### src/rtl/seg7_pkg.sv
// Shared constants for the seven-segment scan driver: digit width, blank code,
// and the active-low hex segment patterns, ordered {g,f,e,d,c,b,a}.
// No ports. Imported by seg7_decoder and seven_seg_scan_driver.
package seg7_pkg;

    localparam int DIGIT_W = 4;

    localparam logic [6:0] SEG_BLANK = 7'h7F;

    // Index = hex digit value. A bit value of 0 lights that segment.
    localparam logic [6:0] SEG_PATTERN [16] = '{
        7'h40, // 0
        7'h79, // 1
        7'h24, // 2
        7'h30, // 3
        7'h19, // 4
        7'h12, // 5
        7'h02, // 6
        7'h78, // 7
        7'h00, // 8
        7'h10, // 9
        7'h08, // A
        7'h03, // b
        7'h46, // C
        7'h21, // d
        7'h06, // E
        7'h0E  // F
    };

endpackage

### src/rtl/seg7_decoder.sv
// Combinational hex digit to active-low seven-segment pattern.
// Latency: none (pure lookup). Backpressure: none.
// Ports: value (4-bit hex digit) -> seg_n (7-bit {g,f,e,d,c,b,a}, active-low).
module seg7_decoder
    import seg7_pkg::*;
(
    input  logic [DIGIT_W-1:0] value,
    output logic [6:0]         seg_n
);

    assign seg_n = SEG_PATTERN[value];

endmodule

### src/rtl/seven_seg_scan_driver.sv
// Time-multiplexed seven-segment driver: scans DIGITS digits, each held REFRESH_DIV clocks.
// Latency: one clock from the internal digit index to the registered seg_n/dp_n/an_n.
// Backpressure: none; enable low freezes the scan position and blanks all outputs.
// Ports: clk, reset_n (async, active-low), enable, digit_values[4*DIGITS], dp_in[DIGITS]
//        -> seg_n[7], dp_n, an_n[DIGITS] (all active-low, registered), frame_start (pulse).
// Optional macro LEADING_ZERO_BLANK_EN: blanks digits above the top nonzero digit (digit 0 always shown).
module seven_seg_scan_driver
    import seg7_pkg::*;
#(
    parameter int DIGITS      = 4,
    parameter int REFRESH_DIV = 100000,
    parameter int PRE_WIDTH   = 17
) (
    input  logic                      clk,
    input  logic                      reset_n,
    input  logic                      enable,
    input  logic [DIGIT_W*DIGITS-1:0] digit_values,
    input  logic [DIGITS-1:0]         dp_in,
    output logic [6:0]                seg_n,
    output logic                      dp_n,
    output logic [DIGITS-1:0]         an_n,
    output logic                      frame_start
);

    localparam int IDX_W = (DIGITS > 1) ? $clog2(DIGITS) : 1;
    localparam logic [PRE_WIDTH-1:0] PRE_LAST = PRE_WIDTH'(REFRESH_DIV - 1);
    localparam logic [IDX_W-1:0]     IDX_LAST = IDX_W'(DIGITS - 1);

    logic [PRE_WIDTH-1:0]        pre;
    logic [IDX_W-1:0]            idx;
    logic [DIGIT_W*DIGITS-1:0]   shadow;
    logic [DIGITS-1:0]           shadow_dp;
    logic                        load_pending;
    // Set whenever a new frame's data has been captured; consumed by the first
    // enabled output update so frame_start coincides with digit 0 appearing.
    logic                        fs_pending;

    logic                        tick;
    logic                        wrap;
    logic                        active;
    logic [DIGITS-1:0]           keep;
    logic [DIGITS-1:0]           sel;
    logic [DIGIT_W-1:0]          cur_val;
    logic                        cur_dp;
    logic                        cur_keep;
    logic [6:0]                  cur_seg_n;

    // The scan stays parked at pre=0/idx=0 until the first capture has happened,
    // so digit 0 of the freshly loaded frame gets its full REFRESH_DIV slot.
    assign active = enable && !load_pending;
    assign tick   = active && (pre == PRE_LAST);
    assign wrap   = tick && (idx == IDX_LAST);

`ifdef LEADING_ZERO_BLANK_EN
    // Built from the shadow copy, so the mask cannot change within a frame.
    logic nz_seen;
    always_comb begin
        nz_seen = 1'b0;
        keep    = '0;
        for (int i = DIGITS - 1; i >= 0; i--) begin
            if (shadow[i*DIGIT_W +: DIGIT_W] != '0) begin
                nz_seen = 1'b1;
            end
            keep[i] = nz_seen || (i == 0);
        end
    end
`else
    assign keep = '1;
`endif

    // Select the currently scanned digit out of the shadow registers.
    always_comb begin
        cur_val  = '0;
        cur_dp   = 1'b0;
        cur_keep = 1'b0;
        sel      = '0;
        for (int i = 0; i < DIGITS; i++) begin
            if (idx == IDX_W'(i)) begin
                cur_val  = shadow[i*DIGIT_W +: DIGIT_W];
                cur_dp   = shadow_dp[i];
                cur_keep = keep[i];
                sel[i]   = 1'b1;
            end
        end
    end

    seg7_decoder u_decoder (
        .value (cur_val),
        .seg_n (cur_seg_n)
    );

    always_ff @(posedge clk or negedge reset_n) begin
        if (!reset_n) begin
            pre          <= '0;
            idx          <= '0;
            shadow       <= '0;
            shadow_dp    <= '0;
            load_pending <= 1'b1;
            fs_pending   <= 1'b0;
            seg_n        <= SEG_BLANK;
            dp_n         <= 1'b1;
            an_n         <= '1;
            frame_start  <= 1'b0;
        end else begin
            frame_start <= 1'b0;

            // Scan position and shadow capture.
            if (enable && load_pending) begin
                shadow       <= digit_values;
                shadow_dp    <= dp_in;
                load_pending <= 1'b0;
                fs_pending   <= 1'b1;
            end else if (active) begin
                if (tick) begin
                    pre <= '0;
                    if (wrap) begin
                        idx        <= '0;
                        shadow     <= digit_values;
                        shadow_dp  <= dp_in;
                        fs_pending <= 1'b1;
                    end else begin
                        idx <= idx + 1'b1;
                    end
                end else begin
                    pre <= pre + 1'b1;
                end
            end

            // Output register, driven from the pre-update index.
            if (active && cur_keep) begin
                an_n  <= ~sel;
                seg_n <= cur_seg_n;
                dp_n  <= ~cur_dp;
            end else begin
                an_n  <= '1;
                seg_n <= SEG_BLANK;
                dp_n  <= 1'b1;
            end

            // fs_pending is only set at wrap/load edges, where this branch cannot
            // also fire (idx is nonzero at wrap, load_pending blocks the load edge).
            if (active && fs_pending) begin
                frame_start <= 1'b1;
                fs_pending  <= 1'b0;
            end
        end
    end

endmodule

### config.mk
export PLATFORM = sky130hd
export DESIGN_NAME = seven_seg_scan_driver
export DESIGN_NICKNAME = d
export VERILOG_FILES = /design/src/rtl/seg7_pkg.sv /design/src/rtl/seg7_decoder.sv /design/src/rtl/seven_seg_scan_driver.sv
export SDC_FILE = /design/constraint.sdc
export NUM_CORES = 1
export LEC_CHECK = 0
export CORE_MARGIN = 2
export CORE_UTILIZATION = 55
export DETAILED_ROUTE_END_ITERATION = 12
export PLACE_DENSITY = 0.78
export SYNTH_ARGS = -nofsm -noshare
export SYNTH_HDL_FRONTEND = slang
export SYNTH_HIERARCHICAL = 1
export SYNTH_SLANG_ARGS = --single-unit
### constraint.sdc
create_clock -name clk -period 3.3 [get_ports clk]
set_input_delay 0.33 -clock clk [delete_from_list [all_inputs] [get_ports clk]]
set_output_delay 0.33 -clock clk [all_outputs]
set_load 0.005 [all_outputs]
==> results.toml, run 1 <==
[critical_path]
critPathLaunchType = "flip-flop"
worstPathArrival_ns = 2.92
regToRegSetupSlack_ns = 0.61
r2r-start = "idx[0]"
cp_data_required_time_ns = 3.53
crit_type = "reg -> reg"
end_kind = "flip-flop"
worstSetupStartpoint = "idx[0]"
r2r-end = "seg_n[3]"
reg2regPathDepth = 11
path_max_fanout = 6

[logic_synthesis]
syn_area_per_cell_um2 = 11.53
yosys_warnings = 6
syn-num-nets = 270
synth_edf_count = 0
synth_flop_cell = "dfrtp_1"
syn-cell-area_um2 = 2710
ys_ff_latch = 54
synthArstFlopShare_pct = 100.0
synthCells = 235
synthDistinctLibCells = 43
seq_area_frac_synth_pct = 50.46

[global_route]
antenna_found_initial = 0
grt_pass1_wl_um = 8742
grt_pass1_vias = 1823
grt-ovfl-total = 0
grt_use_total_pct = 21.08
grt_max_degree = 32

[layout]
fin_nets = 311
drive_above_1_share_pct = 22.02
antenna_cells = 0
layoutNonFillerInstCount = 344
design_area_um2 = 3268
area_delta_synth_final_pct = 20.59

[drt]
via_per_inst = 5.378
wl_um = 5040
drc = 0
drtAntennaViolNets = 0
dr.first_iter.drc_count = 113
wl_per_cell_um = 14.65
firstDrtPassIters = 4
num_vias = 1850

[placement]
dp_hpwl_um = 3650
gp_congestion = 0.8564
portBuffers = 35
placed_area_um2 = 3152
placed_cells = 336

[die]
core_area_um2 = 4723
row_count = 25
dieArea_um2 = 5505
io_pins = 36
dieHeight_um = 74.20
start_util_pct = 57.38
die_x_um = 74.20

[sta]
finalMaxSlewViolations = 0
worstMarginPinSlew_ns = 0.5609
rsz0062_at_grt = "no"
finalHoldViolations = 12
slew_headroom_pct = 62.26
clock.fmax_mhz = 371.8
setup_viol = 0
post-route-min-period_ns = 2.690
holdWs_ns = -0.01038
tns_ns = 0
skew_ns = 0.007057
fin_crit_sh_pct = 81.51

[clocking]
cts_buffers = 5
cts_tree = "built"
cts_setup_buffers = 0
insertion_delay_ns = 0.30
cts.sinks = 54
clockBufferDepth = 2
hold_buffers = 0
clk_pin_slew_worst_paths_ns = 0.10
clockRootBuffer = "clkbuf_8"
cts_resized = 0
h-tree-depth = 2

[job]
maxCapViolCount = 0

[run_status]
status = "finished with violations"
violations = "hold timing"

[pwr]
powerDensity_nw_per_um2 = 415.2
ir_drop_mv = 0.2150
p_leak_nw = 1.400

[hold_path]
hold_path_class = "in -> async"
-- registers in the layout, summed over array words and instances (netlist names) --
register / flops
idx: 2
frame_start: 1
seg_n: 7
shadow: 16
load_pending: 1
fs_pending: 1
dp_n: 1
an_n: 4
shadow_dp: 4
pre: 17
-- cells in the mapped netlist (2+ instances only) --
cell type	count	area [µm²]
dfrtp_1	41	1026
nand2_1	23	86.33
mux2_2	22	247.7
dfstp_2	13	341.6
nor2_1	13	48.80
ha_1	12	150.1
xnor2_1	12	105.1
nand2b_1	11	68.82
inv_1	7	26.28
o21ai_0	7	35.03
mux2i_1	6	60.06
nor2b_1	6	37.54
clkbuf_1	5	18.77
nand4_1	5	31.28
a21oi_1	4	20.02
a221oi_1	4	35.03
nand3_1	4	20.02
nor3_1	4	20.02
buf_4	3	22.52
o31ai_1	3	22.52
a2bb2oi_1	2	17.52
and4b_1	2	20.02
nand3b_1	2	15.01
nand4_2	2	25.02
o211ai_1	2	15.01
o21ai_1	2	10.01
or3_1	2	12.51
-- metal layers --
metal | vias to the layer above | global-route usage [%] | share of wire, %
met2 | 46 | 33.23 | 48
met5 | - | 0 | 0
li1 | 906 | - | -
met1 | 889 | 29.48 | 46
met3 | 9 | 4.201 | 3.9
met4 | 0 | 6.869 | 1.3
-- worst max path at each step --
stage / end / slack (ns) / cells after the start
floorplan: seg_n[3] / 0.57 / 9
global placement: shadow_dp[2] / 0.64 / 6
detailed placement: shadow[2] / 0.65 / 6
CTS: seg_n[3] / 0.66 / 10
global route: seg_n[3] / 0.43 / 11
finish: seg_n[3] / 0.61 / 11
-- placed cells by master, fill, tap and decap left out, types with 2 or more instances in the layout --
master,synthesis,layout
nand3b_1,2,2
clkdlybuf4s50_1,0,34
nor3_1,4,4
dfrtp_1,41,41
and4b_1,2,2
dfstp_2,13,13
nand2_1,23,23
mux2i_1,6,6
a221oi_1,4,4
o21ai_1,2,2
inv_1,7,7
o31ai_1,3,2
o31ai_2,1,2
xnor2_1,12,12
nand4_1,5,5
nand4_2,2,2
a2bb2oi_1,2,2
or3_1,2,2
nand2b_1,11,11
o211ai_1,2,2
ha_1,12,12
buf_4,3,8
o21ai_0,7,7
mux2_2,22,22
a21oi_1,4,4
nor2b_1,6,6
nand3_1,4,4
nor2_1,13,13
clkbuf_8,0,6
-- stage by stage --
stage	worst slack [ns]	hold WS, ns	util, %	power, mW
6_report	0.6102	-0.01038	69.19	1.357
5_1_grt	0.4251	0.01810	69.19	1.420
4_1_cts	0.6554	0.006875	69.19	1.370
3_5_place_dp	0.6492	0.3421	66.73	0.9152
3_3_place_gp	0.6386	0.3454	66.73	0.9103
2_1_floorplan	0.5700	0.03441	-	0.8402
-- critical path: stages, from the launching register on --
cell and delay, ns:
dfrtp_1 0.44, inv_1 0.10, ha_1 0.20, nor2b_1 0.31, a221oi_1 0.15, o31ai_1 0.23, buf_4 0.18, inv_1 0.09
ha_1 0.28, inv_1 0.05, mux4_2 0.43, nand2b_1 0.15
-- final cells by class --
cell class / instances / area (µm²)
Fill cell: 365 / 1455
Clock inverter: 1 / 30.03
Tap cell: 67 / 83.83
Clock buffer: 7 / 86.33
Timing Repair Buffer: 43 / 405.4
Inverter: 7 / 26.28
Sequential cell: 54 / 1368
Multi-Input combinational cell: 165 / 1269
-- kinds of logic after synthesis --
logic type / Yosys count / share of synthesized area (%)
AO/OA/AOI/OAI: 29 / 7.387
XOR/XNOR: 12 / 3.878
adder cells (fa/ha/maj): 12 / 5.540
buffers and inverters: 16 / 2.909
flip-flops: 54 / 50.46
multiplexers: 29 / 12.19
AND/OR/NAND/NOR: 83 / 17.64
-- report_power, final --
part | internal [mW] | switching, mW | leakage [nW]
clock network | 0.248 | 0.208 | 0.0585
registers | 0.707 | 0.0557 | 0.687
logic | 0.0741 | 0.0652 | 0.655
total | 1.03 | 0.329 | 1.40
(Power assumes the default switching activity.)
==> run 2, diff against run 1 <==
--- a/config.mk
+++ b/config.mk
@@ -6,9 +6,9 @@
 export NUM_CORES = 1
 export LEC_CHECK = 0
 export CORE_MARGIN = 2
-export CORE_UTILIZATION = 55
+export CORE_UTILIZATION = 49
 export DETAILED_ROUTE_END_ITERATION = 12
-export PLACE_DENSITY = 0.78
+export PLACE_DENSITY = 0.73
 export SYNTH_ARGS = -nofsm -noshare
 export SYNTH_HDL_FRONTEND = slang
 export SYNTH_HIERARCHICAL = 1
==> constraint.sdc (replaced) <==
create_clock -name clk -period 2.2 [get_ports clk]
set_input_delay 0.22 -clock clk [delete_from_list [all_inputs] [get_ports clk]]
set_output_delay 0.22 -clock clk [all_outputs]
set_load 0.005 [all_outputs]
==> run 2 against run 1 <==
Flip-flop and latch count stayed put. The run ends with setup timing left. First-iteration DRC count shrank 12%. Die area is 12% higher. Setup slack got worse by 0.65 ns. Register-to-register slack worse by 0.65 ns. Critical endpoint unchanged.
==> results.toml, run 2 (synthesis gave the netlist of run 1 again) <==
[sta]
skew_ns = 0.006837
finalHoldViolations = 0
worstMarginPinSlew_ns = 0.6255
setup_ws_ns = -0.03690
post-route-min-period_ns = 2.237
slew_headroom_pct = 58.30
rsz0062_at_grt = "yes"
finalMaxSlewViolations = 0
tns_ns = -0.03690
clock.fmax_mhz = 447.0
setup_viol = 1
fin_crit_sh_pct = 101.7

[layout]
final_common_cell = "dfrtp_1"
regArea_um2 = 1369
drive_above_1_share_pct = 36.25
antenna_cells = 0
final_cell_mix = "dfrtp_1, clkdlybuf4s50_1, buf_4, nand2_1, mux2_2"
top_register = "pre"
largest_register_ffs = 17
multi_input_area_um2 = 1426
reg_top3 = "pre (17), shadow (16), seg_n (7)"
layoutNonFillerInstCount = 381
fill_cells = 401
area_delta_synth_final_pct = 35.69
fin_nets = 343
fin_util_pct = 67.61

[clocking]
cts_buffers = 5
clockRootBuffer = "clkbuf_8"
clockBufferDepth = 2
clk_pin_slew_worst_paths_ns = 0.10
cts.sinks = 54
h-tree-depth = 2
cts_tree = "built"
insertion_delay_ns = 0.31

[drt]
drtAntennaViolNets = 0
wl_per_cell_um = 14.30
num_vias = 2014
wl_um = 5448
drc = 0
dr.first_iter.drc_count = 99
firstDrtPassIters = 5
via_per_inst = 5.286

[critical_path]
regToRegSetupSlack_ns = -0.04
crit_buf_inv = 3
crit_family = "flip-flops"
crit_chain = "inv_4 > ha_4 > nor2b_4 > a221oi_4 > o31ai_4 > inv_2 > ha_1 > inv_1 > mux4_2 > nand2b_4"
cp_slowest_cell = "dfrtp_2"
path_max_fanout = 3
crit_type = "reg -> reg"
end_kind = "flip-flop"
worstPathArrival_ns = 2.48
r2r-end = "seg_n[3]"
r2r-start = "idx[0]"
reg2regPathDepth = 10
critPathMaxStageDelay_ns = 0.46
cp_data_required_time_ns = 2.45
critPathLaunchType = "flip-flop"

[run_status]
violations = "setup timing"
status = "finished with violations"

[pwr]
powerDensity_nw_per_um2 = 525.4
ir_drop_mv = 0.3716
internal-power_mw = 1.410
p_clk_share_pct = 29.3
power_frac_seq_pct = 59.4
p_switching_mw = 0.5220
p_leak_nw = 1.590
p_comb_share_pct = 11.3
swShare_pct = 27.02

[die]
dieArea_um2 = 6142
start_util_pct = 49.83
die_x_um = 78.37
io_pins = 36
row_count = 27
core_area_um2 = 5439
dieHeight_um = 78.37

[global_route]
grt_use_total_pct = 19.21
grt_max_degree = 29
grt_pass1_vias = 1967
antenna_found_initial = 0
grt-ovfl-total = 0
grt_pass1_wl_um = 9301

[job]
maxCapViolCount = 0

[hold_path]
hold_path_class = "in -> async"

[placement]
placed_cells = 363
dp_slack_ns = -0.08611
dp_hpwl_um = 3883
portBuffers = 35
gp_congestion = 0.7704
run 2: cell count changes in the layout (fill, tap and decap cells not counted), sizes merged:
cell / before / now
clkinvlp: 0 / 1
clkinv: 0 / 1
inv: 7 / 8
buf: 9 / 40
dlygate4sd3: 0 / 1
bufinv: 1 / 0
clkbuf: 7 / 5
run 2: final cells by class:
class	count	share of cell area, %
Clock buffer	5	1.871
Multi-Input combinational cell	165	38.79
Tap cell	72	2.450
Inverter	7	0.7826
Timing Repair Buffer	75	18.20
Clock inverter	3	0.6805
Sequential cell	54	37.22
run 2: what timing repair did:
item | CTS | global route
buffers inserted | 6 | 3
hold buffers | 1 | 0
gates cloned | 1 | 0
setup endpoints to repair | 6 | 22
pin swaps | 3 | 2
gates resized for setup | 14 | 9
endpoints found under the hold margin | 15 | 0
run 2: worst max-delay path by stage:
| stage | start | endpoint | slack [ns] | cells after the start |
|---|---|---|---|---|
| floorplan | idx[0] | seg_n[3] | -0.11 | 10 |
| global placement | idx[0] | seg_n[3] | -0.02 | 10 |
| detailed placement | idx[0] | seg_n[3] | -0.09 | 10 |
| CTS | idx[0] | seg_n[3] | -0.02 | 10 |
| global route | idx[1] | seg_n[3] | -0.11 | 10 |
| finish | idx[0] | seg_n[3] | -0.04 | 10 |
run 2: per-layer routing:
| metal | vias to the layer above | GRT usage [%] | routed length (µm) |
|---|---|---|---|
| met5 | - | 0 | 0 |
| met4 | 0 | 5.789 | 84 |
| met3 | 6 | 3.448 | 161 |
| met2 | 38 | 30.69 | 2596 |
| met1 | 986 | 26.89 | 2605 |
| li1 | 984 | - | - |
run 2: per-stage QoR:
| stage | area (µm²) | hold slack (ns) | power [mW] |
|---|---|---|---|
| 2_1_floorplan | 2774 | -0.07559 | 1.260 |
| 3_3_place_gp | 3388 | 0.2675 | 1.373 |
| 3_5_place_dp | 3388 | 0.2719 | 1.382 |
| 4_1_cts | 3621 | 0.4624 | 1.960 |
| 5_1_grt | 3677 | 0.4976 | 2.032 |
| 6_report | 3677 | 0.4590 | 1.932 |
run 2: power by group through the flow:
stage / Combinational (mW) / Sequential (mW) / Clock [mW]
floorplan: 0.115 / 1.14 / 0
finish: 0.218 / 1.15 / 0.567
global placement: 0.214 / 1.16 / 0
CTS: 0.221 / 1.15 / 0.593
global route: 0.243 / 1.16 / 0.632
detailed placement: 0.217 / 1.16 / 0
==> run 3, diff against run 2 <==
--- a/config.mk
+++ b/config.mk
@@ -5,7 +5,8 @@
 export SDC_FILE = /design/constraint.sdc
 export NUM_CORES = 1
 export LEC_CHECK = 0
-export CORE_MARGIN = 2
+export ABC_CLOCK_PERIOD_IN_PS = 2200
+export CORE_MARGIN = 4
 export CORE_UTILIZATION = 49
 export DETAILED_ROUTE_END_ITERATION = 12
 export PLACE_DENSITY = 0.73
==> run 3 against run 2 <==
The flow still finishes with violations (setup timing). First-iteration DRC count grew 26%. Non-clock buffer count down 2. Global-route usage fell by 1.1 points. Total power grew 4.7%. Die area up 10%. Cell area grew 0.71%. Final cell count fell by 1.0%. Register-to-register slack lost 0.04 ns. Fmax down 1.8%. Setup slack got worse by 0.040 ns. Critical endpoint unchanged. Largest cell class unchanged. Highest routed layer unchanged.
==> results.toml, run 3 (synthesis gave the netlist of run 1 again) <==
[critical_path]
path_max_fanout = 8
reg2regPathDepth = 9
critPathMaxStageDelay_ns = 0.45
worstPathArrival_ns = 2.52
crit_type = "reg -> reg"
r2r-end = "seg_n[3]"
cp_data_required_time_ns = 2.44
regToRegSetupSlack_ns = -0.08
crit_chain = "inv_2 > ha_2 > nor2b_2 > o31ai_4 > inv_2 > buf_4 > ha_2 > mux4_2 > nand2b_4"
r2r-start = "idx[0]"
cp_slowest_cell = "dfrtp_1"
end_kind = "flip-flop"
critPathLaunchType = "flip-flop"

[sta]
fin_crit_sh_pct = 103.5
rsz0062_at_grt = "yes"
clock.fmax_mhz = 439.1
setup_viol = 1
finalMaxSlewViolations = 0
slew_headroom_pct = 56.27
finalHoldViolations = 0
skew_ns = 0.008248
setup_ws_ns = -0.07727
holdWs_ns = 0.02518
worstMarginPinSlew_ns = 0.6560
post-route-min-period_ns = 2.277

[drt]
wl_um = 5521
wl_per_cell_um = 14.64
firstDrtPassIters = 4
via_per_inst = 5.316
num_vias = 2004
drc = 0
dr.first_iter.drc_count = 125
drtAntennaViolNets = 0

[clocking]
clockBufferDepth = 2
cts.sinks = 54
hold_buffers = 0
insertion_delay_ns = 0.30
clockRootBuffer = "clkbuf_8"
cts_tree = "built"
clk_pin_slew_worst_paths_ns = 0.10
h-tree-depth = 2
cts_buffers = 5

[pwr]
p_switching_mw = 0.5047
swShare_pct = 24.96
p_clk_share_pct = 32.8
ir_drop_mv = 0.3714
power_frac_seq_pct = 56.7
p_comb_share_pct = 10.5
internal-power_mw = 1.518
p_leak_nw = 1.589
powerDensity_nw_per_um2 = 546.1

[die]
row_count = 26
die_x_um = 82.37
start_util_pct = 51.74
core_area_um2 = 5238
dieHeight_um = 82.37
io_pins = 36
dieArea_um2 = 6785

[layout]
layoutNonFillerInstCount = 377
fin_nets = 341
drive_above_1_share_pct = 36.81
antenna_cells = 0
design_area_um2 = 3704
final_cell_mix = "dfrtp_1, clkdlybuf4s50_1, buf_4, nand2_1, mux2_2"
top_register = "pre"
final_common_cell = "dfrtp_1"
largest_register_ffs = 17
reg_top3 = "pre (17), shadow (16), seg_n (7)"
area_delta_synth_final_pct = 36.66

[placement]
portBuffers = 35
placed_area_um2 = 3378
gp_congestion = 0.8033
placed_cells = 360
dp_hpwl_um = 3982

[job]
maxCapViolCount = 0

[global_route]
grt_max_degree = 55
grt_use_total_pct = 18.09
grt-ovfl-total = 0
grt_pass1_wl_um = 9411
grt_pass1_vias = 1989
antenna_found_initial = 0

[run_status]
status = "finished with violations"
violations = "setup timing"

[hold_path]
hold_path_class = "in -> async"
-- run 3: cell types whose count changed in the layout (fill, tap and decap cells not counted), sizes merged --
cell / change
buf: -2
clkbuf: +2
bufinv: +1
clkinv: -1
dlygate4sd3: -1
inv: -1
-- run 3: routing by layer --
layer	vias up	routed length, µm	track usage, %
met2	40	2625	29.49
li1	969	-	-
met4	0	52	3.987
met5	-	0	0
met3	9	197	3.037
met1	986	2646	25.32
-- run 3: final cells by class --
class                   count  area, µm²
repair buffers             73      675.6
fillers                   376       1534
clock inverters             2      37.54
inverters                   7      26.28
clock buffers               6      72.57
well taps                  70      87.58
multi-input cells         165       1436
flip-flops and latches     54       1368
-- run 3: worst max-delay path, delay by kind of cell (launching register included) --
| kind | cells | cell delay, ns |
|---|---|---|
| flops | 1 | 0.45 |
| fa+ha+maj | 2 | 0.44 |
| mux | 1 | 0.44 |
| simple gates | 2 | 0.33 |
| buf+inv | 3 | 0.32 |
| compound gates | 1 | 0.24 |
-- run 3: worst max-delay path by stage --
| stage | depth (start not counted) | start | to | slack [ns] |
|---|---|---|---|---|
| after floorplan | 10 | idx[0] | seg_n[3] | -0.11 |
| after global placement | 10 | idx[1] | seg_n[3] | -0.02 |
| after detailed placement | 10 | idx[1] | seg_n[3] | -0.12 |
| after CTS | 10 | idx[0] | seg_n[3] | -0.05 |
| after global routing | 10 | idx[0] | seg_n[3] | -0.17 |
| final | 9 | idx[0] | seg_n[3] | -0.08 |
-- run 3: per-stage QoR --
stage	setup slack, ns	TNS [ns]	utilization [%]	power, mW
floorplan	-0.1102	-0.1102	-	1.260
global placement	-0.02347	-0.02347	64.50	1.373
detailed placement	-0.1200	-0.1248	64.50	1.380
CTS	-0.05450	-0.05450	68.73	2.036
global route	-0.1683	-0.4591	70.71	2.117
finish	-0.07727	-0.07727	70.71	2.022
-- run 3: power groups by stage --
stage               clock, mW  sequential (mW)  combinational [mW]
floorplan                   0             1.14               0.115
global placement            0             1.16               0.209
detailed placement          0             1.16               0.220
CTS                     0.673             1.15               0.217
global route            0.718             1.16               0.238
finish                  0.662             1.15               0.213
-- run 3: timing repair --
| action | CTS | global route |
|---|---|---|
| pin swaps | 6 | 3 |
| endpoints found under the setup margin | 3 | 25 |
| gates resized for setup | 13 | 12 |
| setup buffers | 5 | 3 |
| gates cloned | 0 | 1 |
